## src/rtl/icache_fetch_arbiter_if.sv

```systemverilog
// Request/response bundle between the IF-stage sources, the fetch arbiter and the I-Cache port.
// The master modport is the arbiter's view; slave is the surrounding environment's view.
interface icache_fetch_arbiter_if #(
    parameter int unsigned IDX_W     = 8,
    parameter int unsigned MAX_OUTST = 4
);
    localparam int unsigned CNT_W = $clog2(MAX_OUTST) + 1;

    logic             dem_req_i;
    logic [IDX_W-1:0] dem_index_i;
    logic             dem_index_ok_o;
    logic             pf_req_i;
    logic [IDX_W-1:0] pf_index_i;
    logic             pf_index_ok_o;
    logic             flush_i;
    logic             inst_req_o;
    logic [IDX_W-1:0] inst_index_o;
    logic             inst_index_ok_i;
    logic             inst_data_ok_i;
    logic             rsp_valid_o;
    logic             rsp_owner_o;
    logic             rsp_kill_o;
    logic [CNT_W-1:0] outst_cnt_o;
    logic             proto_err_o;

    modport master (
        input  dem_req_i, dem_index_i, pf_req_i, pf_index_i, flush_i,
               inst_index_ok_i, inst_data_ok_i,
        output dem_index_ok_o, pf_index_ok_o, inst_req_o, inst_index_o,
               rsp_valid_o, rsp_owner_o, rsp_kill_o, outst_cnt_o, proto_err_o
    );

    modport slave (
        output dem_req_i, dem_index_i, pf_req_i, pf_index_i, flush_i,
               inst_index_ok_i, inst_data_ok_i,
        input  dem_index_ok_o, pf_index_ok_o, inst_req_o, inst_index_o,
               rsp_valid_o, rsp_owner_o, rsp_kill_o, outst_cnt_o, proto_err_o
    );
endinterface

```

## src/rtl/icache_fetch_arbiter.sv

```systemverilog
// Arbitrates demand fetch vs. next-line prefetch onto the I-Cache index port and
// tracks in-flight requests in order so each response carries its owner and kill flag.
module icache_fetch_arbiter #(
    parameter int unsigned IDX_W       = 8,
    parameter int unsigned MAX_OUTST   = 4,
    parameter int unsigned STARVE_LIM  = 3,
    parameter bit          DRAIN_FLUSH = 1'b0
) (
    input  logic                   clk,
    input  logic                   rst,
    icache_fetch_arbiter_if.master bus
);
    localparam int unsigned CNT_W = $clog2(MAX_OUTST) + 1;
    localparam int unsigned PTR_W = $clog2(MAX_OUTST);
    localparam int unsigned SW    = $clog2(STARVE_LIM + 1);

    typedef enum logic {RUN = 1'b0, DRAIN = 1'b1} state_e;

    state_e               state_q, state_d;
    logic [CNT_W-1:0]     cnt_q, cnt_d;
    logic [PTR_W-1:0]     rd_ptr_q, rd_ptr_d, wr_ptr_q, wr_ptr_d;
    logic [MAX_OUTST-1:0] owner_q, owner_d, kill_q, kill_d;
    logic [SW-1:0]        starve_q, starve_d;
    logic                 proto_err_q, proto_err_d;
    logic                 en, sel_pf, req, grant, pop;

    // Issue gating and source selection; the handshake completes in the request cycle.
    always_comb begin
        en     = (state_q == RUN) && !bus.flush_i && (cnt_q < CNT_W'(MAX_OUTST));
        sel_pf = bus.pf_req_i && (!bus.dem_req_i || (starve_q == SW'(STARVE_LIM)));
        req    = en && (bus.dem_req_i || bus.pf_req_i);
        grant  = req && bus.inst_index_ok_i;
        pop    = bus.inst_data_ok_i && (cnt_q != '0);
    end

    assign bus.inst_req_o     = req;
    assign bus.inst_index_o   = sel_pf ? bus.pf_index_i : bus.dem_index_i;
    assign bus.dem_index_ok_o = grant && !sel_pf;
    assign bus.pf_index_ok_o  = grant && sel_pf;
    assign bus.rsp_valid_o    = pop;
    assign bus.rsp_owner_o    = pop && owner_q[rd_ptr_q];
    // A flush in the pop cycle still kills the head being returned.
    assign bus.rsp_kill_o     = pop && (kill_q[rd_ptr_q] || bus.flush_i);
    assign bus.outst_cnt_o    = cnt_q;
    assign bus.proto_err_o    = proto_err_q;

    always_comb begin
        state_d     = state_q;
        cnt_d       = cnt_q;
        rd_ptr_d    = rd_ptr_q;
        wr_ptr_d    = wr_ptr_q;
        owner_d     = owner_q;
        kill_d      = kill_q;
        starve_d    = starve_q;
        proto_err_d = proto_err_q;

        if (grant) begin
            owner_d[wr_ptr_q] = sel_pf;
            kill_d[wr_ptr_q]  = 1'b0;
            wr_ptr_d          = wr_ptr_q + PTR_W'(1);
        end
        if (pop) begin
            rd_ptr_d = rd_ptr_q + PTR_W'(1);
        end
        cnt_d = cnt_q + CNT_W'(grant) - CNT_W'(pop);

        // Grant is blocked while flushing, so marking every slot cannot clobber a fresh push.
        if (bus.flush_i) begin
            kill_d = '1;
        end

        if (bus.flush_i || !bus.pf_req_i || bus.pf_index_ok_o) begin
            starve_d = '0;
        end else if (bus.dem_index_ok_o && (starve_q != SW'(STARVE_LIM))) begin
            starve_d = starve_q + SW'(1);
        end

        if (bus.inst_data_ok_i && (cnt_q == '0)) begin
            proto_err_d = 1'b1;
        end

        case (state_q)
            RUN: begin
                if (DRAIN_FLUSH && bus.flush_i && (cnt_d != '0)) begin
                    state_d = DRAIN;
                end
            end
            DRAIN: begin
                if (cnt_d == '0) begin
                    state_d = RUN;
                end
            end
            default: state_d = RUN;
        endcase
    end

    always_ff @(posedge clk or posedge rst) begin
        if (rst) begin
            state_q     <= RUN;
            cnt_q       <= '0;
            rd_ptr_q    <= '0;
            wr_ptr_q    <= '0;
            owner_q     <= '0;
            kill_q      <= '0;
            starve_q    <= '0;
            proto_err_q <= 1'b0;
        end else begin
            state_q     <= state_d;
            cnt_q       <= cnt_d;
            rd_ptr_q    <= rd_ptr_d;
            wr_ptr_q    <= wr_ptr_d;
            owner_q     <= owner_d;
            kill_q      <= kill_d;
            starve_q    <= starve_d;
            proto_err_q <= proto_err_d;
        end
    end
endmodule

```

## src/flat_wrapper.sv

```systemverilog
// flat-port wrapper written by rule: the top's interface ports become plain ports
module icache_fetch_arbiter_flat 
#(
    parameter int unsigned IDX_W       = 8,
    parameter int unsigned MAX_OUTST   = 4,
    parameter int unsigned STARVE_LIM  = 3,
    parameter bit          DRAIN_FLUSH = 1'b0
)
  (clk, rst, bus_dem_req_i, bus_dem_index_i, bus_pf_req_i, bus_pf_index_i, bus_flush_i, bus_inst_index_ok_i, bus_inst_data_ok_i, bus_dem_index_ok_o, bus_pf_index_ok_o, bus_inst_req_o, bus_inst_index_o, bus_rsp_valid_o, bus_rsp_owner_o, bus_rsp_kill_o, bus_outst_cnt_o, bus_proto_err_o);
  icache_fetch_arbiter_if #(.IDX_W(IDX_W), .MAX_OUTST(MAX_OUTST)) bus_i ();
  input  logic clk;
  input  logic rst;
  input wire logic [$bits(bus_i.dem_req_i)-1:0] bus_dem_req_i;
  input wire logic [$bits(bus_i.dem_index_i)-1:0] bus_dem_index_i;
  input wire logic [$bits(bus_i.pf_req_i)-1:0] bus_pf_req_i;
  input wire logic [$bits(bus_i.pf_index_i)-1:0] bus_pf_index_i;
  input wire logic [$bits(bus_i.flush_i)-1:0] bus_flush_i;
  input wire logic [$bits(bus_i.inst_index_ok_i)-1:0] bus_inst_index_ok_i;
  input wire logic [$bits(bus_i.inst_data_ok_i)-1:0] bus_inst_data_ok_i;
  output wire logic [$bits(bus_i.dem_index_ok_o)-1:0] bus_dem_index_ok_o;
  output wire logic [$bits(bus_i.pf_index_ok_o)-1:0] bus_pf_index_ok_o;
  output wire logic [$bits(bus_i.inst_req_o)-1:0] bus_inst_req_o;
  output wire logic [$bits(bus_i.inst_index_o)-1:0] bus_inst_index_o;
  output wire logic [$bits(bus_i.rsp_valid_o)-1:0] bus_rsp_valid_o;
  output wire logic [$bits(bus_i.rsp_owner_o)-1:0] bus_rsp_owner_o;
  output wire logic [$bits(bus_i.rsp_kill_o)-1:0] bus_rsp_kill_o;
  output wire logic [$bits(bus_i.outst_cnt_o)-1:0] bus_outst_cnt_o;
  output wire logic [$bits(bus_i.proto_err_o)-1:0] bus_proto_err_o;
  assign bus_i.dem_req_i = bus_dem_req_i;
  assign bus_i.dem_index_i = bus_dem_index_i;
  assign bus_i.pf_req_i = bus_pf_req_i;
  assign bus_i.pf_index_i = bus_pf_index_i;
  assign bus_i.flush_i = bus_flush_i;
  assign bus_i.inst_index_ok_i = bus_inst_index_ok_i;
  assign bus_i.inst_data_ok_i = bus_inst_data_ok_i;
  assign bus_dem_index_ok_o = bus_i.dem_index_ok_o;
  assign bus_pf_index_ok_o = bus_i.pf_index_ok_o;
  assign bus_inst_req_o = bus_i.inst_req_o;
  assign bus_inst_index_o = bus_i.inst_index_o;
  assign bus_rsp_valid_o = bus_i.rsp_valid_o;
  assign bus_rsp_owner_o = bus_i.rsp_owner_o;
  assign bus_rsp_kill_o = bus_i.rsp_kill_o;
  assign bus_outst_cnt_o = bus_i.outst_cnt_o;
  assign bus_proto_err_o = bus_i.proto_err_o;
  icache_fetch_arbiter #(.IDX_W(IDX_W), .MAX_OUTST(MAX_OUTST), .STARVE_LIM(STARVE_LIM), .DRAIN_FLUSH(DRAIN_FLUSH)) u_core (.clk(clk), .rst(rst), .bus(bus_i));
endmodule
```

## config.mk

```make
export PLATFORM = sky130hd
export DESIGN_NAME = icache_fetch_arbiter_flat
export DESIGN_NICKNAME = d
export VERILOG_FILES = /design/src/rtl/icache_fetch_arbiter_if.sv /design/src/rtl/icache_fetch_arbiter.sv /design/src/flat_wrapper.sv
export SDC_FILE = /design/constraint.sdc
export NUM_CORES = 1
export LEC_CHECK = 0
export BUFFER_PORTS_ARGS = -buffer_cell sky130_fd_sc_hd__buf_2
export CAP_MARGIN = 30
export CORE_MARGIN = 4
export CORE_UTILIZATION = 30
export DETAILED_ROUTE_END_ITERATION = 16
export PLACE_DENSITY_LB_ADDON = 0.05
export SETUP_SLACK_MARGIN = 0.1
export SYNTH_ARGS = -nofsm -noshare
export SYNTH_HDL_FRONTEND = slang
export SYNTH_SLANG_ARGS = --single-unit
```

## constraint.sdc

```tcl
create_clock -name clk -period 2.45 [get_ports clk]
set_clock_uncertainty 0.15 [all_clocks]
set_input_delay 0.3675 -clock clk [delete_from_list [all_inputs] [get_ports clk]]
set_output_delay 0.3675 -clock clk [all_outputs]
set_load 0.005 [all_outputs]
```

# == Word-level counts from Yosys, hierarchy flattened ==
# Index checks and enable logic that the tools add are counted.
# classes
magnitude_cmp,4
n_bitwise,3
n_eq_ne,2
addsub,5
shift,0
muxes,14
n_mul,0
div,0
n_reduce_logical,27
# ops
op,count
1-bit logical AND,13
4-bit 2-to-1 mux,2
8-bit 2-to-1 mux,1
2-bit by 1-bit adder with 2-bit output (second input constant),3
3-bit zero test,2
2-bit by 3-bit less-than comparator with 1-bit output (second input constant),2
1-bit logical OR,5
1-bit 2-to-1 mux,5
4-bit bitwise AND,1
1-bit binary-select mux with 2-bit select,2
4-bit bitwise mux,1
1-bit zero test,4
2-bit 2-to-1 mux,2
4-bit NOT,1
2-bit nonzero test,2
3-bit by 1-bit adder with 3-bit output,1
3-bit less-than comparator (second input constant),1
3-bit nonzero test,1
3-bit by 1-bit subtractor with 3-bit output,1
1-bit demux with 2-bit select,1
2-bit == test (second input constant),1
2-bit by 1-bit >= comparator with 1-bit output (second input constant),1
2-bit != test (second input constant),1
1-bit NOT,1
# totals
mem_count,0
ram_bits,0
elab_cells,63
inputBits,23
output_inout_bits,18
latchBits,0
ff_bits,19
rom_bits,0

# == Depth between registers and ports, before layout ==
# logic_depth
ltp_word,10
depth_mapped,9
ltp_nobuf,9

# == Worst setup path after synthesis ==
# No wires, ideal clock.
# synth_path
path_kind,register -> register
start,register u_core.cnt_q[2] (netlist: u_core.bus.outst_cnt_o[2])
end,register u_core.state_q
period_less_slack_ps,2458
arrival_ps,2184
setup_ps,124
path_buffers,0
slack_ps,-8
required_ps,2176
path_stages_with_launch,10
path_cell_list,dfrtp_1 o31a_1 ha_1 inv_1 ha_1 inv_1 fa_1 xnor2_1 xnor2_1 o31a_1
# synth_via
word_cells_on_any_way,11
classes_between,2 x add/sub; 1 x order compare; 2 x mux; 6 x reduce/logical
# synth_lines
element,line_no,rtl
"start, declared",icache_fetch_arbiter.sv:20,"logic [CNT_W-1:0] cnt_q, cnt_d;"
"start signal, assigned",icache_fetch_arbiter.sv:109,cnt_q <= cnt_d;
3-bit nonzero test,icache_fetch_arbiter.sv:33,pop = bus.inst_data_ok_i && (cnt_q != '0);
1-bit logical AND,icache_fetch_arbiter.sv:33,
named net bus_rsp_valid_o,flat_wrapper.sv:24,output wire logic [$bits(bus_i.rsp_valid_o)-1:0] bus_rsp_valid_o;
3-bit by 1-bit subtractor with 3-bit output,icache_fetch_arbiter.sv:65,cnt_d = cnt_q + CNT_W'(grant) - CNT_W'(pop);
named net u_core.cnt_d[2],icache_fetch_arbiter.sv:20,
3-bit zero test,icache_fetch_arbiter.sv:89,if (cnt_d == '0) begin
1-bit 2-to-1 mux,icache_fetch_arbiter.sv:89,
1-bit 2-to-1 mux,icache_fetch_arbiter.sv:82,case (state_q)
named net u_core.state_d,icache_fetch_arbiter.sv:19,"state_e state_q, state_d;"
"end signal, assigned",icache_fetch_arbiter.sv:108,state_q <= state_d;
"end, declared",icache_fetch_arbiter.sv:19,
# The timed path passes the listed nets, and every way through them passes these cells.
# A chain may end at the register's enable or synchronous reset.

# == Final worst setup path ==
# layout_path
start,register u_core.cnt_q[1] (netlist: u_core.bus.outst_cnt_o[1])
end,register u_core.state_q
# layout_via
elab_chain_len,9
word_cells_on_any_way,11
classes_between,2 x add/sub; 1 x order compare; 2 x mux; 6 x reduce/logical
# layout_lines
element,line_no,rtl
3-bit less-than comparator,icache_fetch_arbiter.sv:29,en = (state_q == RUN) && !bus.flush_i && (cnt_q < CNT_W'(MAX_OUTST));
1-bit logical AND,icache_fetch_arbiter.sv:29,
1-bit logical AND,icache_fetch_arbiter.sv:31,req = en && (bus.dem_req_i || bus.pf_req_i);
1-bit logical AND,icache_fetch_arbiter.sv:32,grant = req && bus.inst_index_ok_i;
3-bit by 1-bit adder with 3-bit output,icache_fetch_arbiter.sv:65,
3-bit by 1-bit subtractor with 3-bit output (*),icache_fetch_arbiter.sv:65,
named net u_core.cnt_d[2],icache_fetch_arbiter.sv:20,
3-bit zero test (*),icache_fetch_arbiter.sv:89,
1-bit 2-to-1 mux (*),icache_fetch_arbiter.sv:89,
1-bit 2-to-1 mux (*),icache_fetch_arbiter.sv:82,
named net u_core.state_d,icache_fetch_arbiter.sv:19,
# Mark *: on every way through the listed nets, which the timed path passes. The rest lies on a longest branch.

==> flow_metrics.env <==
export IMPL_die_w_um=67.4
export IMPL_min_path_type="primary input to async pin"
export IMPL_stdcell_count=183
export IMPL_fillers=367
export IMPL_clock_latency_ns=0.29
export IMPL_viasPerCell=4.43
export IMPL_postLayoutCellArea_um2=1420
export IMPL_grt_pass1_wl_um=3840
export IMPL_drt_first_pass_iters=4
export IMPL_core_um2=3360
export IMPL_ctsLongestPathBuffers=2
export IMPL_die_area_um2=4550
export IMPL_final_max_slew_viol_count=0
export IMPL_crit_path_start_kind="register"
export IMPL_maxCapViolations=0
export IMPL_clk_pin_slew_ns=0.11
export IMPL_layout_common_cells="40 x buf_2, 18 x dfrtp_1, 9 x mux2_2, 8 x inv_1"
export IMPL_yosysTopAreaCell="dfrtp_1"
export IMPL_worst_pin_slew_ns=0.729
export IMPL_criticalPathCategory="register to register"
export IMPL_crit_fanout=2
export IMPL_grt_max_degree=20
export IMPL_grt_pass1_vias=857
export IMPL_crit_slowest_cell="dfrtp_2"
export IMPL_status="finished, final reports clean"
export IMPL_avgSynthCellArea_um2=12.3
export IMPL_slowest_delay_ns=0.42
export IMPL_relSlewSlack=0.513
export IMPL_whs_ns=0.0214
export IMPL_drive_gt1_frac=0.504
export IMPL_clock_fmax_mhz=418
export IMPL_wire_per_inst_um=13.1
export IMPL_numCtsBuffers=3
export IMPL_layout_setup_ws_ns=0.0562
export IMPL_final_util=0.421
export IMPL_start_util=0.315
export IMPL_drc=0
export IMPL_dpl_worst_slack_ns=0.0980
export IMPL_synthTopCellsByArea="dfrtp_1 45%, mux2_2 9.6%, ha_1 8.3%"
export IMPL_synth_seq_cells=19
export IMPL_hpwl_um=2020
export IMPL_final_common_cell="buf_2"
export IMPL_cp_top_family="adder cells"
export IMPL_timing_rr_end="u_core.state_q"
export IMPL_crit_required_ns=2.49
export IMPL_ios=41
export IMPL_diodes=0
export IMPL_critical_path_arrival_ns=2.44
export IMPL_drt_iter0_drc=19
export IMPL_io_buffers=40
export IMPL_final_hold_violation_count=0
export IMPL_layout_nets=169
export IMPL_synth_cell_types=25
export IMPL_vias=811
export IMPL_area_delta_synth_final_pct=33.6
export IMPL_reg2reg_depth=9
export IMPL_r2r_slack_ns=0.06
export IMPL_syn_nets=117
export IMPL_place_congestion=0.762
export IMPL_antenna_found_initial=0
export IMPL_syn_inst=86
export IMPL_synth_area_um2=1060
export IMPL_vdd_ir_drop_max_mv=0.604
export IMPL_cts_tree="done"
export IMPL_seq_area_um2=477
export IMPL_rsz0062_at_grt="true"
export IMPL_synth_seq_area_share=0.449
export IMPL_die_h_um=67.4
export IMPL_cts_sinks=19
export IMPL_htreeDepth=1
export IMPL_path_buf_inv=2
export IMPL_finalSetupViolCount=0
export IMPL_ctsRootBufferMaster="clkbuf_4"
export IMPL_synth_warnings=0
export IMPL_overflow=0
export IMPL_cp_end_kind="register"
export IMPL_track_usage=0.113
export IMPL_min_period_ns=2.39
export IMPL_wl_um=2390
export IMPL_p_leak_nw=0.697
export IMPL_yosysTopAreaCellShare=0.449
export IMPL_fp_row_count=21
export IMPL_multi_input_area_um2=572
export IMPL_crit_chain="o31a_1, ha_1, inv_1, ha_1, inv_1, fa_2, xnor2_2, xnor2_1, o31a_1"
export IMPL_powerDensity_nw_per_um2=842
export IMPL_ant_nets=0
export IMPL_fin_crit_sh=0.977
export IMPL_dp_cells=178
export IMPL_regToRegStartpoint="u_core.bus.outst_cnt_o[1]"
export IMPL_placed_cell_area_um2=1370
area by class of cell:
cell class | count | area share
multi-input cells | 59 | 0.404
inverters | 8 | 0.0212
flip-flops and latches | 19 | 0.337
clock buffers | 3 | 0.0159
repair buffers | 47 | 0.178
well taps | 46 | 0.0406
clock inverters | 1 | 0.00353
layer usage:
layer | part of all wire | wire length (um) | GRT usage
met5 | 0 | 0 | 0
met4 | 0.0054 | 13 | 0.0380
met3 | 0.046 | 109 | 0.0200
met2 | 0.53 | 1260 | 0.194
met1 | 0.42 | 1010 | 0.141
worst reg2reg max path: stages, from the launching register on:
cell	delay, ns
dfrtp_2	0.42
o31a_1	0.31
ha_1	0.29
inv_1	0.05
ha_1	0.13
inv_1	0.05
fa_2	0.35
xnor2_2	0.15
xnor2_1	0.14
o31a_1	0.25
kinds of logic after synthesis:
logic type               Yosys count  synth area share
multiplexers                      16             0.190
AO/OA/AOI/OAI                     10            0.0732
AND/OR/NAND/NOR                   20             0.117
flip-flops                        19             0.449
adder cells (fa/ha/maj)            8             0.102
buffers and inverters              8            0.0283
XOR/XNOR                           5            0.0413
cell usage after synthesis:
cell and number:
nor3_1 1, nor3b_1 2, nand3_1 4, mux2i_1 1, o21a_1 1, o21ba_2 1
xor2_1 1, nor2_1 3, inv_1 8, a21o_1 5, mux2_2 9, nand4b_1 1
a21oi_1 1, nor3b_4 1, nand2_1 2, dfrtp_1 19, fa_1 1, mux2_1 4
and2_1 2, mux4_2 2, nand2b_1 3, xnor2_1 4, o31a_1 2, ha_1 7
nand2_2 1
flip-flops by register name (all words and copies together) (netlist names):
| name | count |
|---|---|
| u_core.bus.outst_cnt_o | 3 |
| u_core.owner_q | 4 |
| u_core.rd_ptr_q | 2 |
| u_core.bus.proto_err_o | 1 |
| u_core.wr_ptr_q | 2 |
| u_core.starve_q | 2 |
| u_core.kill_q | 4 |
| u_core.state_q | 1 |
timing repair:
item                                    in CTS  in global routing
pin swaps                                    0                  1
setup buffers                                0                  1
endpoints found under the setup margin       9                  9
hold buffers                                 0                  0
resized for setup                            1                  2
per-stage QoR:
| stage | setup TNS (ns) | power (mW) |
|---|---|---|
| floorplan | 0 | 0.822 |
| global placement | 0 | 1.02 |
| detailed placement | 0 | 1.03 |
| CTS | 0 | 1.19 |
| global route | -0.0552 | 1.30 |
| finish | 0 | 1.19 |
where the power goes:
part           internal [mW]  switching [mW]
logic                  0.297           0.237
registers              0.419          0.0826
clock network         0.0607          0.0966
worst max-delay path by stage:
stage	startpoint	endpoint	cells after the start
after floorplan	u_core.bus.outst_cnt_o[1]	u_core.state_q	9
after global placement	u_core.bus.outst_cnt_o[1]	u_core.state_q	9
after detailed placement	u_core.bus.outst_cnt_o[1]	u_core.state_q	9
after CTS	u_core.bus.outst_cnt_o[1]	u_core.state_q	9
after global routing	u_core.bus.outst_cnt_o[1]	u_core.state_q	9
final	u_core.bus.outst_cnt_o[1]	u_core.state_q	9
(Power assumes the default switching activity.)
